==> src/rtl/quad_decoder_ctr.sv <==
// Quadrature decoder with position counter: two-flop input synchronizers,
// edge decode from (q_prev, q), loadable up/down counter, wrap/step pulses, sticky err.
module quad_decoder_ctr #(
  parameter int WIDTH = 8
) (
  input  logic             clk,
  input  logic             rst,
  input  logic             a_in,
  input  logic             b_in,
  input  logic             load,
  input  logic [WIDTH-1:0] l_data,
  input  logic             clr_err,
  output logic [WIDTH-1:0] pos,
  output logic             dir,
  output logic             step,
  output logic             wrap,
  output logic             err
);

  localparam int STAGES = 3;

  logic [1:0]        s1_q, s1_d, s2_q, s2_d;
  logic [1:0]        q, q_prev_q, q_prev_d;
  logic [STAGES-1:0] vld_pipe_q, vld_pipe_d;
  logic [WIDTH-1:0]  pos_q, pos_d;
  logic              dir_q, dir_d;
  logic              step_q, step_d;
  logic              wrap_q, wrap_d;
  logic              err_q, err_d;
  logic              en, mv_up, mv_dn, illegal;

  assign q  = s2_q;
  // Decode waits until the synchronizers and q_prev hold post-reset input,
  // so a static non-zero input at release is never seen as a jump from 00.
  assign en = vld_pipe_q[STAGES-1];

  always_comb begin
    mv_up = 1'b0;
    mv_dn = 1'b0;
    case ({q_prev_q, q})
      4'b0001, 4'b0111, 4'b1110, 4'b1000: mv_up = 1'b1;
      4'b0010, 4'b1011, 4'b1101, 4'b0100: mv_dn = 1'b1;
      default: ;
    endcase
    illegal = ((q_prev_q ^ q) == 2'b11);
  end

  always_comb begin
    s1_d       = {a_in, b_in};
    s2_d       = s1_q;
    q_prev_d   = q;
    vld_pipe_d = {vld_pipe_q[STAGES-2:0], 1'b1};
    pos_d      = pos_q;
    dir_d      = dir_q;
    step_d     = 1'b0;
    wrap_d     = 1'b0;
    err_d      = err_q;
    if (en) begin
      if (clr_err) err_d = 1'b0;
      if (illegal) err_d = 1'b1;
      // load wins over a step; q_prev still advances so the step is consumed
      if (load) begin
        pos_d = l_data;
      end else if (mv_up) begin
        pos_d  = pos_q + WIDTH'(1);
        dir_d  = 1'b1;
        step_d = 1'b1;
        wrap_d = (pos_q == {WIDTH{1'b1}});
      end else if (mv_dn) begin
        pos_d  = pos_q - WIDTH'(1);
        dir_d  = 1'b0;
        step_d = 1'b1;
        wrap_d = (pos_q == '0);
      end
    end
  end

  always_ff @(posedge clk or negedge rst) begin
    if (!rst) begin
      s1_q       <= '0;
      s2_q       <= '0;
      q_prev_q   <= '0;
      vld_pipe_q <= '0;
      pos_q      <= '0;
      dir_q      <= 1'b0;
      step_q     <= 1'b0;
      wrap_q     <= 1'b0;
      err_q      <= 1'b0;
    end else begin
      s1_q       <= s1_d;
      s2_q       <= s2_d;
      q_prev_q   <= q_prev_d;
      vld_pipe_q <= vld_pipe_d;
      pos_q      <= pos_d;
      dir_q      <= dir_d;
      step_q     <= step_d;
      wrap_q     <= wrap_d;
      err_q      <= err_d;
    end
  end

  assign pos  = pos_q;
  assign dir  = dir_q;
  assign step = step_q;
  assign wrap = wrap_q;
  assign err  = err_q;

endmodule
==> config.mk <==
export PLATFORM = sky130hd
export DESIGN_NAME = quad_decoder_ctr
export DESIGN_NICKNAME = d
export VERILOG_FILES = /design/src/rtl/quad_decoder_ctr.sv
export SDC_FILE = /design/constraint.sdc
export NUM_CORES = 1
export LEC_CHECK = 0
export CORE_UTILIZATION = 55
export CTS_BUF_LIST = sky130_fd_sc_hd__clkbuf_8
export CTS_CLUSTER_DIAMETER = 60
export DETAILED_ROUTE_END_ITERATION = 10
export GPL_ROUTABILITY_DRIVEN = 1
export PLACE_DENSITY = 0.88
export SLEW_MARGIN = 25
export SYNTH_ARGS = -nofsm -noshare
export SYNTH_HDL_FRONTEND = slang
export SYNTH_SLANG_ARGS = --single-unit
==> constraint.sdc <==
create_clock -name clk -period 5.4 [get_ports clk]
set_clock_uncertainty 0.15 [all_clocks]
set_input_delay 0.81 -clock clk [delete_from_list [all_inputs] [get_ports clk]]
set_output_delay 0.81 -clock clk [all_outputs]
set_load 0.01 [all_outputs]
Word-level counts from Yosys, hierarchy flattened
Cells that the tools add are included.
{"block": "totals", "input_bits": 14, "wordCells": 49, "out_inout_bits": 12, "ff_bits": 21}
{"block": "op_classes", "reduce_logical": 9, "mux": 17, "bitwise_logic": 2, "eq_ne": 10, "n_addsub": 2}
{"op": "two-way mux 8 bit", "count": 3}
{"op": "equality test 4 bit (second input constant)", "count": 4}
{"op": "two-way mux 1 bit", "count": 14}
{"op": "adder 8 x 1 -> 8 bit (second input constant)", "count": 1}
{"op": "equality test 4 x 3 -> 1 bit (second input constant)", "count": 2}
{"op": "equality test 8 bit (second input constant)", "count": 1}
{"op": "zero test 8 bit", "count": 1}
{"op": "OR reduction 4 bit", "count": 2}
{"op": "subtractor 8 x 1 -> 8 bit (second input constant)", "count": 1}
{"op": "equality test 4 x 1 -> 1 bit (second input constant)", "count": 1}
{"op": "equality test 4 x 2 -> 1 bit (second input constant)", "count": 1}
{"op": "AND reduction 2 bit", "count": 2}
{"op": "nonzero test 2 bit", "count": 2}
{"op": "AND reduction 3 bit", "count": 1}
{"op": "nonzero test 3 bit", "count": 1}
{"op": "equality test 2 bit (second input constant)", "count": 1}
{"op": "XOR 2 bit", "count": 1}
{"op": "inverter 1 bit", "count": 1}

Longest topological paths before layout
Gate-level depths: netlist of run 1.
{"block": "depth", "depth_word": 7, "ltp_mapped": 10, "mapped_depth_nobuf": 10}

Least setup slack after synthesis of run 1
OpenSTA, ideal clock, no wires.
{"block": "synth_timing", "path_type": "flip-flop to flip-flop", "startpoint": "register q_prev_q[0]", "endpoint": "register pos_q[7] (netlist: pos[7])", "setup_slack_ns": 2.987, "setup_ns": 0.124, "stages_incl_launch_ff": 10, "t_required_ns": 5.126, "path_buffers": 0, "arrival_ns": 2.138, "synth_period_minus_slack_ns": 2.413, "path_cell_list": "dfrtp_1 > xnor2_1 > nand2_1 > ha_1 > a211oi_2 > nor2_2 > a41oi_1 > mux2i_1 > mux2i_1 > a21oi_1"}
{"block": "synth_between", "elab_chain_cells": 5, "elab_cells_between_ends": 16, "cone_classes": "eq/ne (8); mux (4); reduce/logical (4)"}
{"item": "start, declared", "line_no": "23", "text": "logic [1:0] q, q_prev_q, q_prev_d;"}
{"item": "start signal, assigned", "line_no": "92", "text": "q_prev_q <= q_prev_d;"}
{"item": "equality test 4 x 1 -> 1 bit, or another cell as far along", "line_no": "40", "text": "case ({q_prev_q, q})"}
{"item": "OR reduction 4 bit", "line_no": "40"}
{"item": "two-way mux 1 bit", "line_no": "40"}
{"item": "nonzero test 3 bit (no source line) or two-way mux 8 bit (tied branches)"}
{"item": "AND reduction 2 bit (no source line) or two-way mux 8 bit (tied branches)"}
{"item": "end signal, assigned", "line_no": "94", "text": "pos_q <= pos_d;"}
{"item": "end, declared", "line_no": "25", "text": "logic [WIDTH-1:0] pos_q, pos_d;"}
Parallel ways exist; a longest one is shown, timed or not.
A chain may end at the register's enable or synchronous reset.

Worst setup path in the final report of run 1
{"block": "layout_timing", "startpoint": "register s2_q[0] (netlist: q[0])", "endpoint": "register pos_q[7] (netlist: pos[7])"}
{"block": "layout_between", "elab_chain_cells": 5, "elab_cells_between_ends": 16, "cone_classes": "eq/ne (8); mux (4); reduce/logical (4)"}
{"item": "start, declared", "line_no": "22", "text": "logic [1:0] s1_q, s1_d, s2_q, s2_d;"}
{"item": "start signal, assigned", "line_no": "81", "text": "s2_q <= '0;"}
{"item": "start signal, assigned", "line_no": "91", "text": "s2_q <= s2_d;"}
{"item": "equality test 4 x 1 -> 1 bit, or another cell as far along", "line_no": "40"}
{"item": "OR reduction 4 bit", "line_no": "40"}
{"item": "two-way mux 1 bit", "line_no": "40"}
{"item": "nonzero test 3 bit (no source line) or two-way mux 8 bit (tied branches)"}
{"item": "AND reduction 2 bit (no source line) or two-way mux 8 bit (tied branches)"}
Parallel ways exist; a longest one is shown, timed or not.

==> reports/qor.txt, run 1 <==
status -> completed
register area -> 526 um2
worst r2r dst -> pos[7]$_DFFE_PN0P_
dpl hpwl -> 1.85 mm
max-slew violations -> 0
initial core utilization -> 58.2%
Rows -> 16
Slew @ Worst Pin -> 0.550 ns
DR vias -> 965
grt total ovfl -> 0
Critical Path Max Stage Delay -> 0.45 ns
Psw -> 0.237 mW
DRT Wirelength -> 2.46 mm
Routed Antenna Nets -> 0
HP Class -> reg -> reg
clk slew on worst S/H paths -> 0.08 ns
die area -> 2240 um2
Slew headroom -> 63.2%
Avg WL per Cell -> 14.8 um
Post-CTS Hold Fix Bufs -> 0
worst skew pair latency -> 0.26 ns
Req. time, crit path -> 5.39 ns
initial antenna violation count -> 0
crit path to -> pos[7]$_DFFE_PN0P_
post-synth cell types -> 36
clock sinks -> 21
Longest Clk Path Bufs -> 2
crit-path cells -> xor2_1 > nand2_1 > ha_1 > o21ai_0 > nor2_2 > a41oi_1 > mux2i_1 > mux2i_1 > a21oi_1
asr flop ratio synth -> 100%
register bit total from synthesis -> 21
fill cell count -> 145
vias in the first global route -> 838
most common cell in the synthesized netlist -> dfrtp_1
Final #Nets -> 161
Synth Flop Type -> dfrtp_1
R2R cell count -> 9
CTS tree -> done
EDFF count, synth -> 0
total power -> 0.620 mW
Die Wd -> 47.4 um
synth warn -> 0
crit-path most repeated cell -> mux2i_1
Setup Viol. Count Final -> 0
CP startpoint -> q[0]$_DFF_PN0_
sequential share of power -> 36.4%
clock power share -> 16.4%
initial DRC count -> 38
critical path type -> reg -> reg
fin cells -> 166
largest cells by area after synthesis -> dfrtp_1, ha_1, nand2_1
PD cells -> 430 nW/um2
Root Buffer -> clkbuf_8
commonest cells in the netlist -> dfrtp_1, nand2_1, a21oi_1
Mapped Area -> 1130 um2
Comb pwr share -> 47.1%
CORE AREA -> 1940 um2
first-pass GRT wire length -> 3.80 mm
multi-input logic area -> 567 um2
Cells after Synth -> 113
I/O Buffers -> 25
n_diodes -> 0
num ports -> 26
post-synth top area cell -> dfrtp_1
setup bufs post-CTS -> 0
Synth top area share -> 46.5%
Resize count post-CTS -> 0
Net Sw Frac -> 38.2%
CP Max Fanout -> 12
number of instances in the placed design -> 162
Max Freq -> 0.366 GHz
residual DRC count -> 0
drt pass-1 iters -> 4
H-Tree Depth -> 1
min-delay src -> s1_q[1]$_DFF_PN0_
Pint -> 0.383 mW
FF-to-FF setup slack -> 2.67 ns
Tmin final -> 2.73 ns
RSZ-0062 raised after global routing -> false
sequential fraction of the synthesis area -> 46.5%
syn nets -> 134
worst path arrival time -> 2.72 ns
Hold Vio Cnt, Final -> 0
leak pwr -> 0.620 nW
Setup TNS -> 0 ns
height of the die -> 47.4 um
Tcrit/Tclk final -> 50.6%
Mean Syn Cell Area -> 10.0 um2
worst r2r src -> q[0]$_DFF_PN0_
total clock buffers created by CTS -> 3
share of layout cells above drive strength 1 -> 8.63%
largest net degree at the start of global routing -> 22
GPL Wtd Cong -> 0.814
VDD IR max -> 0.329 mV
Startpoint Class -> register
Layout area overhead -> 27.5%
critical path's slowest cell -> ha_1
Max Cap Viol -> 0
Global Route Usage Sum -> 24.9%
Crit. End Element -> register
via/cell ratio -> 5.81
## layout make-up
cell class | count | share of cell area, %
flip-flops and latches | 21 | 36.4
repair buffers | 25 | 17.0
inverters | 6 | 1.56
clock inverters | 1 | 0.520
well taps | 27 | 2.34
multi-input cells | 83 | 39.3
clock buffers | 3 | 2.86
## through the flow
| stage | hold WS, ns | util (%) | worst slack, ns | cell area, um2 |
|---|---|---|---|---|
| 2_1_floorplan | 0.181 | - | 2.99 | 1130 |
| 3_3_place_gp | 0.188 | 72.0 | 2.74 | 1400 |
| 3_5_place_dp | 0.187 | 72.0 | 2.65 | 1400 |
| 4_1_cts | 0.205 | 74.5 | 2.69 | 1450 |
| 5_1_grt | 0.209 | 74.3 | 2.43 | 1440 |
| 6_report | 0.202 | 74.3 | 2.67 | 1440 |
## worst max-delay path, delay by kind of cell, from the launching register on
family / cells / cell delay (ns)
AND/OR/NAND/NOR: 2 / 0.38
multiplexers: 2 / 0.44
flip-flops: 1 / 0.42
XOR/XNOR: 1 / 0.15
adder cells (fa/ha/maj): 1 / 0.45
AO/OA/AOI/OAI: 3 / 0.62
## per-layer routing
metal	track usage (%)	share of wire, %
met5	0	0
met1	32.8	42
met4	5.14	0.45
met2	41.1	51
met3	6.92	6.7
## cell usage in the layout (no fill, tap or decap), types with 2 or more instances in the layout
cell / Yosys / layout
xor2_1: 4 / 4
nand2_1: 15 / 15
nand4_1: 2 / 2
a211oi_1: 3 / 3
nor2b_1: 2 / 2
o21ai_0: 4 / 4
nor3_1: 4 / 4
a211oi_2: 2 / 2
dfrtp_1: 21 / 21
xnor2_1: 3 / 3
nand2b_1: 2 / 2
nand3_1: 2 / 2
nor4_1: 2 / 2
clkdlybuf4s50_1: 0 / 24
inv_1: 6 / 6
ha_1: 6 / 6
nor2_1: 2 / 2
mux2i_1: 3 / 3
clkbuf_8: 0 / 3
a21oi_1: 8 / 8
o21ai_1: 5 / 5
## cell families (layout without fill, tap and decap cells)
group | after synthesis | count (layout) | synth area share, %
XOR/XNOR | 7 | 7 | 5.42
flip-flops | 21 | 21 | 46.5
AND/OR/NAND/NOR | 33 | 33 | 14.2
AO/OA/AOI/OAI | 31 | 31 | 18.1
other | 1 | 1 | 0.332
adder cells (fa/ha/maj) | 7 | 7 | 8.41
buffers and inverters | 9 | 35 | 3.43
multiplexers | 4 | 4 | 3.65
## state kept, by name (all words and copies together) (netlist names)
register    flops
q               2
step            1
wrap            1
s1_q            2
pos             8
dir             1
vld_pipe_q      3
q_prev_q        2
err             1
## worst min-delay path by stage
| stage | cells after the start | end |
|---|---|---|
| floorplan | 0 | q[0]$_DFF_PN0_ |
| global placement | 0 | vld_pipe_q[2]$_DFF_PN0_ |
| detailed placement | 0 | q[1]$_DFF_PN0_ |
| CTS | 0 | q[1]$_DFF_PN0_ |
| global route | 0 | q[1]$_DFF_PN0_ |
| finish | 0 | q[1]$_DFF_PN0_ |
## power by group through the flow
stage | Clock (mW) | Combinational [mW] | Sequential (mW)
3_5_place_dp | 0 | 0.289 | 0.228
6_report | 0.102 | 0.292 | 0.226
3_3_place_gp | 0 | 0.275 | 0.224
5_1_grt | 0.113 | 0.322 | 0.231
4_1_cts | 0.105 | 0.290 | 0.225
2_1_floorplan | 0 | 0.177 | 0.230
Note: power is estimated with default switching activity, not from simulation.
==> run 2: changes to the inputs <==
--- a/config.mk
+++ b/config.mk
@@ -5,12 +5,12 @@
 export SDC_FILE = /design/constraint.sdc
 export NUM_CORES = 1
 export LEC_CHECK = 0
-export CORE_UTILIZATION = 55
+export CORE_UTILIZATION = 51
 export CTS_BUF_LIST = sky130_fd_sc_hd__clkbuf_8
 export CTS_CLUSTER_DIAMETER = 60
 export DETAILED_ROUTE_END_ITERATION = 10
 export GPL_ROUTABILITY_DRIVEN = 1
-export PLACE_DENSITY = 0.88
+export PLACE_DENSITY = 0.82
 export SLEW_MARGIN = 25
 export SYNTH_ARGS = -nofsm -noshare
 export SYNTH_HDL_FRONTEND = slang
==> constraint.sdc (replaced) <==
create_clock -name clk -period 2.8 [get_ports clk]
set_clock_uncertainty 0.15 [all_clocks]
set_input_delay 0.42 -clock clk [delete_from_list [all_inputs] [get_ports clk]]
set_output_delay 0.42 -clock clk [all_outputs]
set_load 0.01 [all_outputs]
==> run 2 against run 1 <==
Effect of this change:
- critical path depth did not move
- non-clock buffer count rose by 3
- worst setup slack got worse by 2.4 ns
- sequential cell count did not move
- largest power group unchanged
==> reports/qor.txt, run 2 (synthesis gave the netlist of run 1 again) <==
leak pwr -> 0.640 nW (+3.2%)
first-pass GRT wire length -> 4.37 mm (+15%)
vias in the first global route -> 975 (+16%)
die area -> 2410 um2 (+7.5%)
clock sinks -> 21 (unchanged)
dpl cell area -> 1420 um2 (+1.6%)
Rows -> 16 (unchanged)
PD cells -> 808 nW/um2 (+88%)
setup bufs post-CTS -> 0 (unchanged)
Routed Antenna Nets -> 0 (unchanged)
crit-path most repeated cell -> mux2i_1
post-route cell area -> 1470 um2 (+1.8%)
DR vias -> 951 (-1.5%)
Post-Route Utilization -> 72.6% (-1.6 points)
height of the die -> 49.1 um (+3.7%)
status -> completed
Max Freq -> 0.390 GHz (+6.4%)
critical path's slowest cell -> dfrtp_1
Critical Path Max Stage Delay -> 0.42 ns (-0.03 ns)
share of layout cells above drive strength 1 -> 9.86% (+1.2 points)
Setup Viol. Count Final -> 0 (unchanged)
clk slew on worst S/H paths -> 0.07 ns (about the same)
Crit. End Element -> register
number of instances in the placed design -> 165 (+1.9%)
RSZ-0062 raised after global routing -> false
initial DRC count -> 15 (-61%)
FF-to-FF setup slack -> 0.24 ns (-2.43 ns)
Longest Clk Path Bufs -> 2 (unchanged)
num ports -> 26 (unchanged)
Hold Vio Cnt, Final -> 0 (unchanged)
R2R cell count -> 9 (unchanged)
initial antenna violation count -> 0 (unchanged)
crit path to -> pos[7]$_DFFE_PN0P_
max-slew violations -> 0 (unchanged)
total clock buffers created by CTS -> 3 (unchanged)
VDD IR max -> 0.593 mV (+80%)
Largest register FFs -> 8 (unchanged)
worst r2r src -> q[1]$_DFF_PN0_
Tcrit/Tclk final -> 91.6% (+41 points)
initial core utilization -> 55.9% (-2.3 points)
H-Tree Depth -> 1 (unchanged)
crit-path cells -> xnor2_1 > nand2_2 > ha_1 > a211oi_2 > nor2_2 > a41oi_1 > mux2i_1 > mux2i_1 > a21oi_1
CORE AREA -> 2020 um2 (+4.1%)
Startpoint Class -> register
most common cell after layout, fill and taps aside -> clkdlybuf4s50_1
Post-CTS Hold Fix Bufs -> 0 (unchanged)
I/O Buffers -> 25 (unchanged)
DRT Wirelength -> 2.37 mm (-3.7%)
grt total ovfl -> 0 (unchanged)
CP startpoint -> q[1]$_DFF_PN0_
Resize count post-CTS -> 0 (unchanged)
drt pass-1 iters -> 4 (unchanged)
Setup TNS -> 0 ns (unchanged)
worst r2r dst -> pos[7]$_DFFE_PN0P_
critical path type -> reg -> reg
Max Cap Viol -> 0 (unchanged)
HP Class -> reg -> reg
dpl hpwl -> 1.83 mm (-1.4%)
largest net degree at the start of global routing -> 22 (unchanged)
worst path arrival time -> 2.56 ns (-0.16 ns)
GPL Wtd Cong -> 0.888 (+9.1%)
commonest non-fill, non-tap cells in the layout -> clkdlybuf4s50_1, dfrtp_1, nand2_1
Avg WL per Cell -> 14.0 um (-5.4%)
residual DRC count -> 0 (unchanged)
Layout area overhead -> 29.9%
via/cell ratio -> 5.63 (-3.2%)
Final #Nets -> 164 (+1.9%)
CTS tree -> done
n_diodes -> 0 (unchanged)
Tmin final -> 2.56 ns (-0.165 ns)
Die Wd -> 49.1 um (+3.7%)
worst skew pair latency -> 0.26 ns (about the same)
fin cells -> 169 (+1.8%)
Root Buffer -> clkbuf_8
Global Route Usage Sum -> 23.3% (-1.6 points)
Req. time, crit path -> 2.79 ns (-2.60 ns)
CP Max Fanout -> 12 (unchanged)
==> run 2: worst min path at each step <==
stage,from,cells past startpoint,slack (ns),endpoint
floorplan,rst,0,-0.03,dir$_DFFE_PN0P_
finish,vld_pipe_q[1]$_DFF_PN0_,0,0.20,vld_pipe_q[2]$_DFF_PN0_
global route,s1_q[1]$_DFF_PN0_,0,0.22,q[1]$_DFF_PN0_
CTS,vld_pipe_q[1]$_DFF_PN0_,0,0.21,vld_pipe_q[2]$_DFF_PN0_
detailed placement,vld_pipe_q[1]$_DFF_PN0_,0,0.19,vld_pipe_q[2]$_DFF_PN0_
global placement,vld_pipe_q[1]$_DFF_PN0_,0,0.18,vld_pipe_q[2]$_DFF_PN0_
==> run 2: critical path, delay by kind of cell (launching register included) <==
kind                       cells  cell delay, ns
muxes                          2            0.43
adders and majority gates      1            0.35
xor gates and xnor gates       1            0.19
AOI/OAI and AO/OA              3            0.62
and+or+nand+nor                2            0.27
DFF                            1            0.42
==> run 2: per-layer routing <==
| layer | track usage, % | vias up | wire (um) |
|---|---|---|---|
| li1 | - | 466 | - |
| met2 | 42.7 | 18 | 1260 |
| met4 | 5.88 | 0 | 21 |
| met3 | 2.80 | 2 | 57 |
| met1 | 28.7 | 465 | 1040 |
| met5 | 0 | - | 0 |
==> run 2: stage by stage <==
stage / power, mW / hold WS, ns / setup slack, ns
after floorplan: 0.784 / -0.0256 / 0.387
after global placement: 0.964 / 0.183 / 0.233
after detailed placement: 0.991 / 0.188 / 0.119
after CTS: 1.19 / 0.205 / 0.112
after global routing: 1.27 / 0.221 / 0.0488
final: 1.19 / 0.203 / 0.235
==> run 2: final cells by class <==
cell class                      count  area (um2)
Multi-Input combinational cell     83         569
Fill cell                         163         553
Sequential cell                    21         526
Timing Repair Buffer               28         273
Clock buffer                        3        41.3
Tap cell                           27        33.8
Inverter                            6        22.5
Clock inverter                      1        3.75
==> run 2: power breakdown <==
| group | total (mW) | switching [mW] | internal (mW) |
|---|---|---|---|
| registers | 0.433 | 0.0746 | 0.358 |
| clock network | 0.194 | 0.0965 | 0.0977 |
| logic | 0.560 | 0.277 | 0.283 |
